**src/rtl/bpsk_pkg.sv**
```systemverilog
// rtl/bpsk_pkg.sv - shared BPSK sample format, FSM states and saturating negate
package bpsk_pkg;

    localparam int SAMPLE_W = 32;
    localparam int FRAC_W   = 20;

    typedef enum logic {
        IDLE = 1'b0,
        SEND = 1'b1
    } state_t;

    // The most negative 12.20 value has no positive twin; clamp to the largest positive.
    function automatic logic [SAMPLE_W-1:0] sat_neg(input logic [SAMPLE_W-1:0] x);
        if (x == {1'b1, {(SAMPLE_W-1){1'b0}}}) begin
            return {1'b0, {(SAMPLE_W-1){1'b1}}};
        end
        return (~x) + {{(SAMPLE_W-1){1'b0}}, 1'b1};
    endfunction

endpackage

```
**src/rtl/bpsk_sym_mult.sv**
```systemverilog
// rtl/bpsk_sym_mult.sv - registered +/-1 carrier multiply with one-cycle valid
module bpsk_sym_mult
    import bpsk_pkg::*;
(
    input  logic                clk,
    input  logic                reset,
    input  logic [SAMPLE_W-1:0] carrier,
    input  logic                symbol,
    input  logic                nco_flag,
    output logic [SAMPLE_W-1:0] dout,
    output logic                flag_out
);

    // dout keeps its last value between strobes so the DAC path sees a stable word.
    always_ff @(negedge clk) begin
        if (reset) begin
            dout     <= '0;
            flag_out <= 1'b0;
        end else begin
            flag_out <= nco_flag;
            if (nco_flag) begin
                dout <= symbol ? carrier : sat_neg(carrier);
            end
        end
    end

endmodule

```
**src/rtl/bpsk_mod.sv**
```systemverilog
// rtl/bpsk_mod.sv - byte-in BPSK modulator: holding buffer, bit serializer, symbol mapper
module bpsk_mod
    import bpsk_pkg::*;
#(
    parameter int SPS  = 16,
    parameter int DIFF = 0
) (
    input  logic                clk,
    input  logic                reset,
    input  logic [7:0]          din,
    input  logic                flag_in,
    output logic                ready,
    input  logic [SAMPLE_W-1:0] carrier,
    input  logic                nco_flag,
    output logic [SAMPLE_W-1:0] dout,
    output logic                flag_out,
    output logic                busy
);

    localparam logic [15:0] SPS_LAST = 16'(SPS - 1);

    state_t      state, state_nxt;
    logic [7:0]  hold_reg;
    logic        hold_full;
    logic [7:0]  shift;
    logic [2:0]  bit_cnt;
    logic [15:0] samp_cnt;
    logic        phase;

    logic        accept, load, strobe, bit_end, byte_end;
    logic        toggle, sym;

    assign ready  = !hold_full;
    assign accept = flag_in && !hold_full;
    assign busy   = (state == SEND);

    always_ff @(negedge clk) begin
        if (reset) begin
            state <= IDLE;
        end else begin
            state <= state_nxt;
        end
    end

    // load covers both the IDLE->SEND transfer and the gapless reload at a byte end.
    always_comb begin
        state_nxt = state;
        load      = 1'b0;
        strobe    = (state == SEND) && nco_flag;
        bit_end   = strobe && (samp_cnt == SPS_LAST);
        byte_end  = bit_end && (bit_cnt == 3'd7);
        case (state)
            IDLE: begin
                if (hold_full) begin
                    state_nxt = SEND;
                    load      = 1'b1;
                end
            end
            SEND: begin
                if (byte_end) begin
                    if (hold_full) begin
                        load = 1'b1;
                    end else begin
                        state_nxt = IDLE;
                    end
                end
            end
            default: state_nxt = IDLE;
        endcase
    end

    assign toggle = (DIFF != 0) && shift[7] && (samp_cnt == 16'd0);
    assign sym    = (DIFF != 0) ? (phase ^ toggle) : shift[7];

    always_ff @(negedge clk) begin
        if (reset) begin
            hold_reg  <= '0;
            hold_full <= 1'b0;
            shift     <= '0;
            bit_cnt   <= '0;
            samp_cnt  <= '0;
            phase     <= 1'b0;
        end else begin
            if (accept) begin
                hold_reg  <= din;
                hold_full <= 1'b1;
            end else if (load) begin
                hold_full <= 1'b0;
            end

            if (load) begin
                shift    <= hold_reg;
                bit_cnt  <= '0;
                samp_cnt <= '0;
            end else if (strobe) begin
                if (bit_end) begin
                    samp_cnt <= '0;
                    shift    <= {shift[6:0], 1'b0};
                    bit_cnt  <= bit_cnt + 3'd1;
                end else begin
                    samp_cnt <= samp_cnt + 16'd1;
                end
            end

            if (strobe && toggle) begin
                phase <= ~phase;
            end
        end
    end

    bpsk_sym_mult u_mult (
        .clk      (clk),
        .reset    (reset),
        .carrier  (carrier),
        .symbol   (sym),
        .nco_flag (strobe),
        .dout     (dout),
        .flag_out (flag_out)
    );

endmodule

```
**config.mk**
```make
export PLATFORM = sky130hd
export DESIGN_NAME = bpsk_mod
export DESIGN_NICKNAME = d
export VERILOG_FILES = /design/src/rtl/bpsk_pkg.sv /design/src/rtl/bpsk_sym_mult.sv /design/src/rtl/bpsk_mod.sv
export SDC_FILE = /design/constraint.sdc
export NUM_CORES = 1
export LEC_CHECK = 0
export CAP_MARGIN = 20
export CORE_MARGIN = 4
export CORE_UTILIZATION = 38
export CTS_BUF_LIST = sky130_fd_sc_hd__clkbuf_4
export CTS_CLUSTER_DIAMETER = 50
export DETAILED_ROUTE_END_ITERATION = 12
export PLACE_DENSITY = 0.71
export SYNTH_ARGS = -nofsm -noshare
export SYNTH_HDL_FRONTEND = slang
export SYNTH_SLANG_ARGS = --single-unit
```
**constraint.sdc**
```tcl
create_clock -name clk -period 1.9 [get_ports clk]
set_input_delay 0.285 -clock clk [delete_from_list [all_inputs] [get_ports clk]]
set_output_delay 0.285 -clock clk [all_outputs]
set_load 0.005 [all_outputs]
```
==> results of run 1 <==
metal layers:
metal | up-vias | wire length [um] | global-route usage [%]
met1 | 2002 | 5135 | 22.60
met4 | 0 | 558 | 14.43
met3 | 51 | 710 | 7.387
li1 | 1913 | - | -
met2 | 180 | 7272 | 37.84
met5 | - | 0 | 0
cells in the final DEF, fill, tap and decap left out, types with 16 or more instances in the layout:
| cell type | netlist | routed |
|---|---|---|
| buf_4 | 0 | 78 |
| nor2_1 | 52 | 34 |
| buf_6 | 4 | 43 |
| xnor2_1 | 32 | 25 |
| dfxtp_2 | 0 | 34 |
| o21ai_0 | 34 | 33 |
| dfxtp_1 | 70 | 36 |
| a21oi_2 | 7 | 27 |
| buf_2 | 4 | 17 |
| dlygate4sd2_1 | 0 | 16 |
| inv_1 | 14 | 83 |
cell families (layout without fill, tap and decap cells):
group	after synthesis	after routing
AOI/OAI and AO/OA	105	106
adders and majority gates	4	4
and+or+nand+nor	125	125
DFF	70	70
muxes	17	17
xor gates and xnor gates	42	42
buffers and inverters	39	284
critical path, delay by kind of cell:
family | cells | cell delay, ps
AO/OA/AOI/OAI | 2 | 170
XOR/XNOR | 1 | 190
buffers and inverters | 4 | 540
AND/OR/NAND/NOR | 2 | 790
area by class of cell:
class	instances	area [um^2]
Clock buffer	9	67.56
Clock inverter	76	346.6
Fill cell	592	2512
Inverter	13	48.80
Multi-Input combinational cell	294	2571
Sequential cell	70	1444
Tap cell	108	135.1
Timing Repair Buffer	186	1723
power breakdown:
part / leakage [nW] / total, mW / switching (mW) / internal [mW]
combinational: 1.76 / 0.779 / 0.372 / 0.407
clock: 0.457 / 1.77 / 1.05 / 0.713
sequential: 0.585 / 1.61 / 0.0567 / 1.55
worst max path at each step:
stage	to	slack, ps	depth (start not counted)
after global placement	u_mult.dout[15]	-1350	8
after global routing	u_mult.dout[18]	-720	9
after detailed placement	u_mult.dout[15]	-1390	8
after CTS	u_mult.dout[18]	-610	9
after floorplan	u_mult.dout[31]	-910	6
final	u_mult.dout[18]	-710	9
stage by stage:
step,hold slack [ps],instance area [um^2]
detailed placement,452.1,5015
finish,467.6,6336
global route,486.5,6336
global placement,438.1,5015
CTS,462.1,5809
floorplan,441.6,3643
repair_timing:
item	in CTS	in global routing
setup endpoints to repair	104	96
gates cloned	5	0
resized for setup	303	103
pin swaps	32	45
buffers inserted	18	12
==> summary.txt, run 1 <==
Synth
  – Syn Area/Cell: between 8 and 9 um^2
  – Top-count cell post-synth: dfxtp_1
  – Synth Cell Area: 3500 um^2
  – Seq/Total Area, Yosys: approximately 40%
  – Primary FF master, synth: dfxtp_1
  – Post-synthesis mux area share: under 10%
  – Post-synth EDFFs: 0
  – Yosys synthesis warning count: 0
  – Xor/xnor share of the synthesized area: a little over a tenth
  – Synth Area in Compound Gates: a little under a fifth
  – Synthesized flop and latch total: 70
  – Main combinational cell family by area after synthesis: compound AO/OA/AOI/OAI gates
  – Post-Synth Simple-Gate Area: 18.95%
  – Syn_nets: 450
  – Synth area leaders: dfxtp_1 (40%), xnor2_1 (8.0%), nor2_1 (5.6%)
  – Post-synth ARST share: 0%
  – Synth cell types: 48
  – Synth Instances: roughly 400
  – Post-Synth Adder-Cell Area: 1.430%
  – Yosys top cell area share: roughly two fifths
  – Synth top cells by count: dfxtp_1 (70), nor2_1 (52), o21ai_0 (34)
  – Dominant cell type by area after synthesis: dfxtp_1

Setup path
  – Worst path max stage delay: about 570 ps
  – CP Launch Point: carrier[5]
  – Reg2reg setup slack: -130 ps
  – CP Class: in2reg
  – Reg-to-Reg Start: samp_cnt[6]
  – Crit path max fanout: 4
  – Crit end category: flop
  – Worst Path Arrival: 1970 ps
  – Worst path slowest cell: or4_4
  – Reg2Reg Depth: 7
  – CP dominant cell by count: buf_6
  – CP Launch Type: input pin
  – Worst-path cell chain: buf_6 > or4_4 > buf_6 > buf_12 > nor3_4 > buf_6 > a31oi_4 > xnor2_2 > a21oi_4
  – Worst r2r dst: bit_cnt[2]
  – Worst EP required: around 1300 ps

Layout
  – Biggest regs: u_mult.dout: 32 flops, samp_cnt: 16 flops
  – Largest register FFs: 32
  – Utilization after layout: a little under three quarters
  – Share of layout cells above drive strength 1: between 40% and 50%
  – Antenna cells: 0
  – Area Overhead vs Synth: 81.05%
  – Non-filler cells in the finished layout: 756
  – NumNets Final: just under 700
  – Largest register by flop count: u_mult.dout

Clocking
  – CTS tree: built
  – Total CTS buffers: 9
  – Hold Buf Count CTS: 0
  – Root Driver: clkbuf_4
  – Clk slew on worst S/H paths: around 60 ps
  – Clock latency on the worst-skew pair: roughly 500 ps
  – CTS sink cnt: 70
  – H-tree Lvls: 3
  – Longest Clk Path Bufs: 2

Floorplanning
  – I/O pin cnt: slightly below 80
  – Starting Density: around 40%
  – Die height: a little over 100 um
  – Die area: between 10000 and 15000 um^2
  – Die span in x: slightly above 100 um
  – Core area: 8848 um^2
  – Standard-cell rows: 34

Hold path
  – Hold Path Cell Cnt: 1
  – Hold EP: shift[7]
  – Hold crit path type: reg2reg
  – Min-delay src: hold_reg[7]

Routing
  – Routed length per instance: roughly 18 um
  – Vias: 4146
  – Pre-antenna DRT Iters: 5
  – Routed Antenna Nets: 0
  – Initial DRC Count: 213
  – Drt total wl: 13680 um
  – Vias per Instance: 5.484
  – # DRC: 0

GRT
  – Pin count of the biggest net entering global routing: 34
  – Total grt overflow: 0
  – Tot GR Track Use: a little over a fifth
  – First-pass GRT wire length: 19530 um
  – Initial antenna violation count: 0
  – Vias in the first global route: around 4400

Timing
  – Max-slew violation count: 0
  – Setup TNS: -31920 ps
  – Max-slew headroom: approximately 62%
  – Final hold viol count: 0
  – Worst-Margin Slew: 571.1 ps
  – RSZ-0062 raised after global routing: true
  – Clk_skew: 45.36 ps
  – Setup ws final: -714.7 ps
  – Setup violators final: 96

Pwr
  – Pwr dens: between 600 and 700 nW/um^2
  – Leak: roughly 2.8 nW
  – Peak supply drop: approximately 0.38 mV
  – Power Total: roughly 4.2 mW

Place
  – Dpl ws: -1388 ps
  – Dpl cells: roughly 640
  – Buffers on Ports: between 70 and 80
  – Hpwl dp: 7075 um
  – GPL Wtd Cong: 0.8089

Outcome
  – Failing checks: setup timing
  – Outcome: finished, violations left

Flow run
  – Max Cap Violations: 0
(Power assumes the default switching activity.)
==> run 2, diff against run 1 <==
--- a/config.mk
+++ b/config.mk
@@ -5,13 +5,15 @@
 export SDC_FILE = /design/constraint.sdc
 export NUM_CORES = 1
 export LEC_CHECK = 0
+export ABC_AREA = 1
 export CAP_MARGIN = 20
 export CORE_MARGIN = 4
 export CORE_UTILIZATION = 38
 export CTS_BUF_LIST = sky130_fd_sc_hd__clkbuf_4
 export CTS_CLUSTER_DIAMETER = 50
 export DETAILED_ROUTE_END_ITERATION = 12
-export PLACE_DENSITY = 0.71
+export PLACE_DENSITY = 0.69
 export SYNTH_ARGS = -nofsm -noshare
 export SYNTH_HDL_FRONTEND = slang
+export SYNTH_HIERARCHICAL = 1
 export SYNTH_SLANG_ARGS = --single-unit
==> run 2 against run 1 <==
Against the previous run:
- the run still ends with setup timing left
- sequential power is essentially flat
- clock power shrank 2%
- synthesized cell count grew 52%
- critical path type is now reg2out
- largest power group unchanged
==> summary.txt, run 2 <==
Pwr
  – Leak: between 3 and 4 nW
  – P_sw: between 1.5 and 2 mW
  – Switching Share: 37.74%
  – Pwr dens: between 600 and 700 nW/um^2
  – Clock share of power: around two fifths
  – Register share of total power: a little under two fifths
  – Peak supply drop: about 0.44 mV
  – Power Total: between 4 and 5 mW
  – Internal power: 2.632 mW
  – Power share of the combinational group: about a fifth

Place
  – Hpwl dp: slightly below 10000 um
  – Buffers on Ports: 78
  – GPL Wtd Cong: approximately 0.93
  – Placement Cell Area: around 5600 um^2
  – Dpl ws: -1191 ps

Synth
  – Post-Synth Adder-Cell Area: under 10%
  – Synth top cells by count: nor2_1 (139), nand2_1 (131), dfxtp_1 (70)
  – Yosys top cell area share: a little over a third
  – Primary FF master, synth: dfxtp_1
  – Synth Cell Area: a little under 4000 um^2
  – Post-synthesis mux area share: 0%
  – Synthesized flop and latch total: 70
  – Synth Area in Compound Gates: about a tenth
  – Post-synth ARST share: 0%
  – Synth Instances: 611
  – Syn_nets: roughly 660
  – Top-count cell post-synth: nor2_1
  – Main combinational cell family by area after synthesis: simple AND/OR/NAND/NOR gates
  – Xor/xnor share of the synthesized area: under 10%
  – Syn Area/Cell: 6.448 um^2
  – Synth area leaders: dfxtp_1 (36%), nor2_1 (13%), nand2_1 (12%)
  – Dominant cell type by area after synthesis: dfxtp_1
  – Post-synth EDFFs: 0
  – Post-Synth Simple-Gate Area: a little under two fifths
  – Synth cell types: 28
  – Seq/Total Area, Yosys: between 30% and 40%
  – Yosys synthesis warning count: 6

Outcome
  – Failing checks: setup timing
  – Outcome: finished, violations left

Setup path
  – Worst Path Arrival: roughly 1900 ps
  – CP Class: reg2out
  – Worst EP required: ~1600 ps
  – Crit end category: primary output
  – CP Launch Type: flop
  – Crit path max fanout: 2

Flow run
  – Max Cap Violations: 0

Floorplanning
  – Starting Density: 39.58%
  – Core area: 9955 um^2
  – Die height: 109.8 um
  – Standard-cell rows: 36
  – Die area: between 10000 and 15000 um^2
  – I/O pin cnt: 79
  – Die span in x: between 100 and 150 um

Layout
  – Share of layout cells above drive strength 1: ~44%
  – Fin area: between 6000 and 7000 um^2
  – Biggest regs: u_mult/dout: 32 flops, samp_cnt: 16 flops
  – Most frequent cells in the layout: inv_1 (114), nand2_1 (105), buf_4 (100), nor2_1 (96)
  – # fillers: roughly 820
  – Utilization after layout: between 60% and 70%
  – Largest register FFs: 32
  – Area Overhead vs Synth: 72.88%
  – NumNets Final: approximately 900
  – Largest register by flop count: u_mult/dout
  – Most common cell after layout, fill and taps aside: inv_1

Routing
  – Routed length per instance: approximately 14 um
  – Initial DRC Count: between 300 and 400
  – Drt total wl: approximately 14000 um
  – Vias: between 4000 and 5000
  – Vias per Instance: roughly 5.0
  – Routed Antenna Nets: 0
  – # DRC: 0
  – Pre-antenna DRT Iters: 5

GRT
  – Initial antenna violation count: 1
  – First-pass GRT wire length: between 20000 and 25000 um
  – Total grt overflow: 0
  – Met3 usage: under 10%
  – Vias in the first global route: a little under 5000
  – GRT busiest layer: met2
  – Met1 GRT Util: ~29%
  – Grt met2 use: between 30 and 40%
  – Pin count of the biggest net entering global routing: 24
  – Tot GR Track Use: a little under a quarter

Timing
  – Max-slew violation count: 0
  – Max-slew headroom: about two fifths
  – Setup violators final: between 60 and 70
  – Setup ws final: -297.3 ps
  – Clk_skew: just under 50 ps
  – Worst-Margin Slew: 919.6 ps
  – Setup TNS: -14350 ps
  – RSZ-0062 raised after global routing: true
  – Final hold viol count: 0

Clocking
  – Root Driver: clkbuf_4
  – Clock latency on the worst-skew pair: slightly above 500 ps
  – Clk slew on worst S/H paths: about 50 ps
  – Total CTS buffers: 9
  – Longest Clk Path Bufs: 2
  – CTS tree: built
  – H-tree Lvls: 3
  – Hold Buf Count CTS: 0
  – CTS sink cnt: 70

Hold path
  – Hold crit path type: reg2reg
## run 2: changes by cell type in the layout (fill, tap and decap cells not counted), moves of 15 or more
cell,change
buf_2,+17
a21oi_2,-15
nand3_1,+27
nor2_4,+17
buf_4,+22
xnor2_1,-17
inv_1,+31
nand2_1,+95
nor2_1,+62
nand2_2,+19
## run 2: routing by layer
layer	vias to the layer above	wire length (um)
li1	2438	-
met1	2291	5773
met2	216	6856
met3	37	1032
met4	0	333
met5	-	0
## run 2: kinds of logic (layout without fill, tap and decap cells)
kind of cell    Yosys count  after routing
simple gates            349            349
buf+inv                  83            344
compound gates           76             76
flops                    70             70
xor+xnor                 29             29
fa+ha+maj                 4              4
other cells               0              1
## run 2: cell type report
cell class                      instances  area, um^2  share of cell area, %
Multi-Input combinational cell        458        2849                  41.83
Timing Repair inverter                  1       5.005                0.07348
Timing Repair Buffer                  196        1655                  24.30
Clock buffer                            9       67.56                 0.9919
Antenna cell                            1       2.502                0.03674
Inverter                               61       262.8                  3.857
Sequential cell                        70        1445                  21.22
Tap cell                              133       166.4                  2.443
Clock inverter                         77       357.8                  5.253
## run 2: path summary, 6_finish.rpt
path	from	endpoint	slack (ps)	cells after the start
setup / recovery	hold_full	ready	-300	2
hold / removal	shift[3]	shift[3]	450	2
hold reg to reg	shift[3]	shift[3]	450	2
setup reg to reg	shift[7]	u_mult/dout[17]	-60	6
## run 2: per-stage QoR
step	hold WS (ps)	std cells
5_1_grt	462.4	1006
4_1_cts	451.2	999
6_report	448.2	1006
3_3_place_gp	435.4	885
2_1_floorplan	419.1	611
3_5_place_dp	443.6	885
## run 2: power groups by stage
stage / Combinational, mW / Clock [mW] / Sequential [mW]
after floorplan: 0.316 / 0.231 / 1.61
after global placement: 0.710 / 0.231 / 1.61
after detailed placement: 0.719 / 0.231 / 1.61
after CTS: 0.793 / 1.75 / 1.60
after global routing: 0.967 / 1.97 / 1.61
final: 0.899 / 1.73 / 1.60
## run 2: what timing repair did
action	CTS	global route
setup buffers	28	8
setup endpoints to repair	105	79
gates resized for setup	380	121
cloned	3	0
pin swaps	57	59
## run 2: worst max-delay path: stages (launching register included)
cell	delay (ps)
dfxtp_2	340
inv_2	40
buf_6	100
==> run 3, diff against run 2 <==
==> constraint.sdc (replaced) <==
create_clock -name clk -period 1.9 [get_ports clk]
set_input_delay 0.38 -clock clk [delete_from_list [all_inputs] [get_ports clk]]
set_output_delay 0.38 -clock clk [all_outputs]
set_load 0.005 [all_outputs]
==> run 3 against run 2 <==
Against the previous run:
- the flow still finishes with violations (setup timing)
- die area unchanged
- sequential share of layout area shrank 0.85 points
- cell count up 0.20%
- count of clock-buffer cells in the layout is the same
- clock skew up 1.5 ps
- register-to-register slack gained 120 ps
- utilization is 2.8 points higher
- sequential power about the same
- design area increased by 4.2%
- critical path type is now in2reg
- largest cell class unchanged
==> summary.txt, run 3 (synthesis results as in run 2) <==
Floorplanning
  – Die height: ~110 um
  – I/O pin cnt: 79
  – Standard-cell rows: 36
  – Starting Density: 39.58%
  – Core area: approximately 10000 um^2
  – Die span in x: about 110 um
  – Die area: approximately 12000 um^2

Routing
  – Drt total wl: around 16000 um
  – # DRC: 0
  – Vias: between 5000 and 6000
  – Routed Antenna Nets: 0
  – Routed length per instance: ~16 um
  – Pre-antenna DRT Iters: 6
  – Initial DRC Count: 380
  – Vias per Instance: 5.188

Outcome
  – Outcome: finished, violations left
  – Failing checks: setup timing

Layout
  – Utilization after layout: 71.27%
  – Largest register FFs: 32
  – Biggest regs: u_mult/dout: 32 flops, samp_cnt: 16 flops
  – Largest register by flop count: u_mult/dout
  – Non-filler cells in the finished layout: 1008
  – NumNets Final: about 900
  – Share of layout cells above drive strength 1: 46.45%
  – Area Overhead vs Synth: 80.06%
  – Most common cell after layout, fill and taps aside: inv_1
  – Most frequent cells in the layout: inv_1 (115), nand2_1 (99), buf_4 (98), nor2_1 (86), buf_6 (40)

Setup path
  – CP Launch Type: input pin
  – CP Launch Point: carrier[15]
  – Reg-to-Reg Start: shift[7]
  – Crit path max fanout: 3
  – CP Class: in2reg
  – Worst Path Arrival: 1770 ps
  – Worst EP required: roughly 1400 ps
  – Crit end category: flop

Place
  – Dpl cells: 884
  – GPL Wtd Cong: slightly above 0.9
  – Hpwl dp: 9359 um
  – Buffers on Ports: 78
  – Dpl ws: -1233 ps

GRT
  – Vias in the first global route: roughly 5300
  – Pin count of the biggest net entering global routing: 21
  – Total grt overflow: 0
  – Initial antenna violation count: 1
  – Tot GR Track Use: between 20% and 30%
  – First-pass GRT wire length: between 20000 and 25000 um

Pwr
  – Peak supply drop: around 0.48 mV
  – Leak: about 3.4 nW
  – Pwr dens: ~620 nW/um^2

Clocking
  – Root Driver: clkbuf_4
  – Clock latency on the worst-skew pair: between 500 and 600 ps
  – H-tree Lvls: 3
  – Total CTS buffers: 9
  – CTS tree: built
  – Clk slew on worst S/H paths: around 50 ps
  – CTS sink cnt: 70
  – Longest Clk Path Bufs: 2

Hold path
  – Min-delay src: shift[0]
  – Hold crit path type: reg2reg

Timing
  – Max-slew violation count: 0
  – RSZ-0062 raised after global routing: true
  – Final hold viol count: 0
  – Max-slew headroom: ~44%
  – Setup violators final: 85
  – Clk_skew: ~51 ps
  – Setup ws final: -417.8 ps
  – Worst-Margin Slew: about 830 ps

Flow run
  – Max Cap Violations: 0
## run 3: cell count changes in the layout (fill, tap and decap cells not counted), moves of 5 or more
cell	previous run	this run
nor2_1	96	86
nand2_1	105	99
nand2_2	19	24
clkbuf_2	6	1
buf_12	6	14
buf_6	30	40
nor2_4	31	37
buf_2	34	27
## run 3: power by group
part,leakage (nW),internal (mW),switching (mW)
sequential,0.586,1.55,0.0464
combinational,2.40,0.497,0.512
clock,0.462,0.634,1.16
total,3.44,2.68,1.72
## run 3: cell type report
cell class              instances  area (um^2)
diodes                          1        2.502
clock buffers                   9        67.56
clock inverters                77        357.8
fillers                       701         2860
inverters                      61        279.0
multi-input cells             459         2969
flip-flops and latches         70         1445
well taps                     133        166.4
repair buffers                198         1807
## run 3: per-layer routing
layer	wire (um)	share of wire [%]	GRT usage, %
met2	7789	49	40.68
met4	690	4.3	13.18
met1	6274	39	28.39
met3	1205	7.6	6.635
met5	0	0	0
## run 3: stage by stage
stage | setup TNS (ps) | cell area [um^2] | hold WS (ps) | power [mW]
5_1_grt | -25490 | 7094 | 479.1 | 4.690
2_1_floorplan | -23230 | 4133 | 419.1 | 2.166
3_3_place_gp | -79650 | 5575 | 442.4 | 2.551
6_report | -22580 | 7094 | 460.2 | 4.407
4_1_cts | -21100 | 6671 | 455.2 | 4.252
3_5_place_dp | -81840 | 5575 | 449.4 | 2.567
## run 3: path summary, 6_finish.rpt
| check | end | slack (ps) | cells after the start |
|---|---|---|---|
| hold reg to reg | shift[0] | 460 | 2 |
| setup / recovery | u_mult/dout[28] | -420 | 12 |
| hold / removal | shift[0] | 460 | 2 |
| setup reg to reg | u_mult/dout[13] | 60 | 6 |
## run 3: critical path: stages
cell and delay (ps):
buf_4 140, nor2_4 120, nand2_4 70, buf_4 140
buf_4 130, buf_4 120, nand3b_1 170, nand2_1 150
nand3_1 130, nand2_2 100, nor2_1 40, nor2_1 80
## run 3: what timing repair did
action	CTS	global route
setup endpoints to repair	105	95
hold buffers	0	0
buffers inserted	30	11
gates resized for setup	459	107
gates cloned	4	0
pin swaps	71	63
endpoints found under the hold margin	0	0
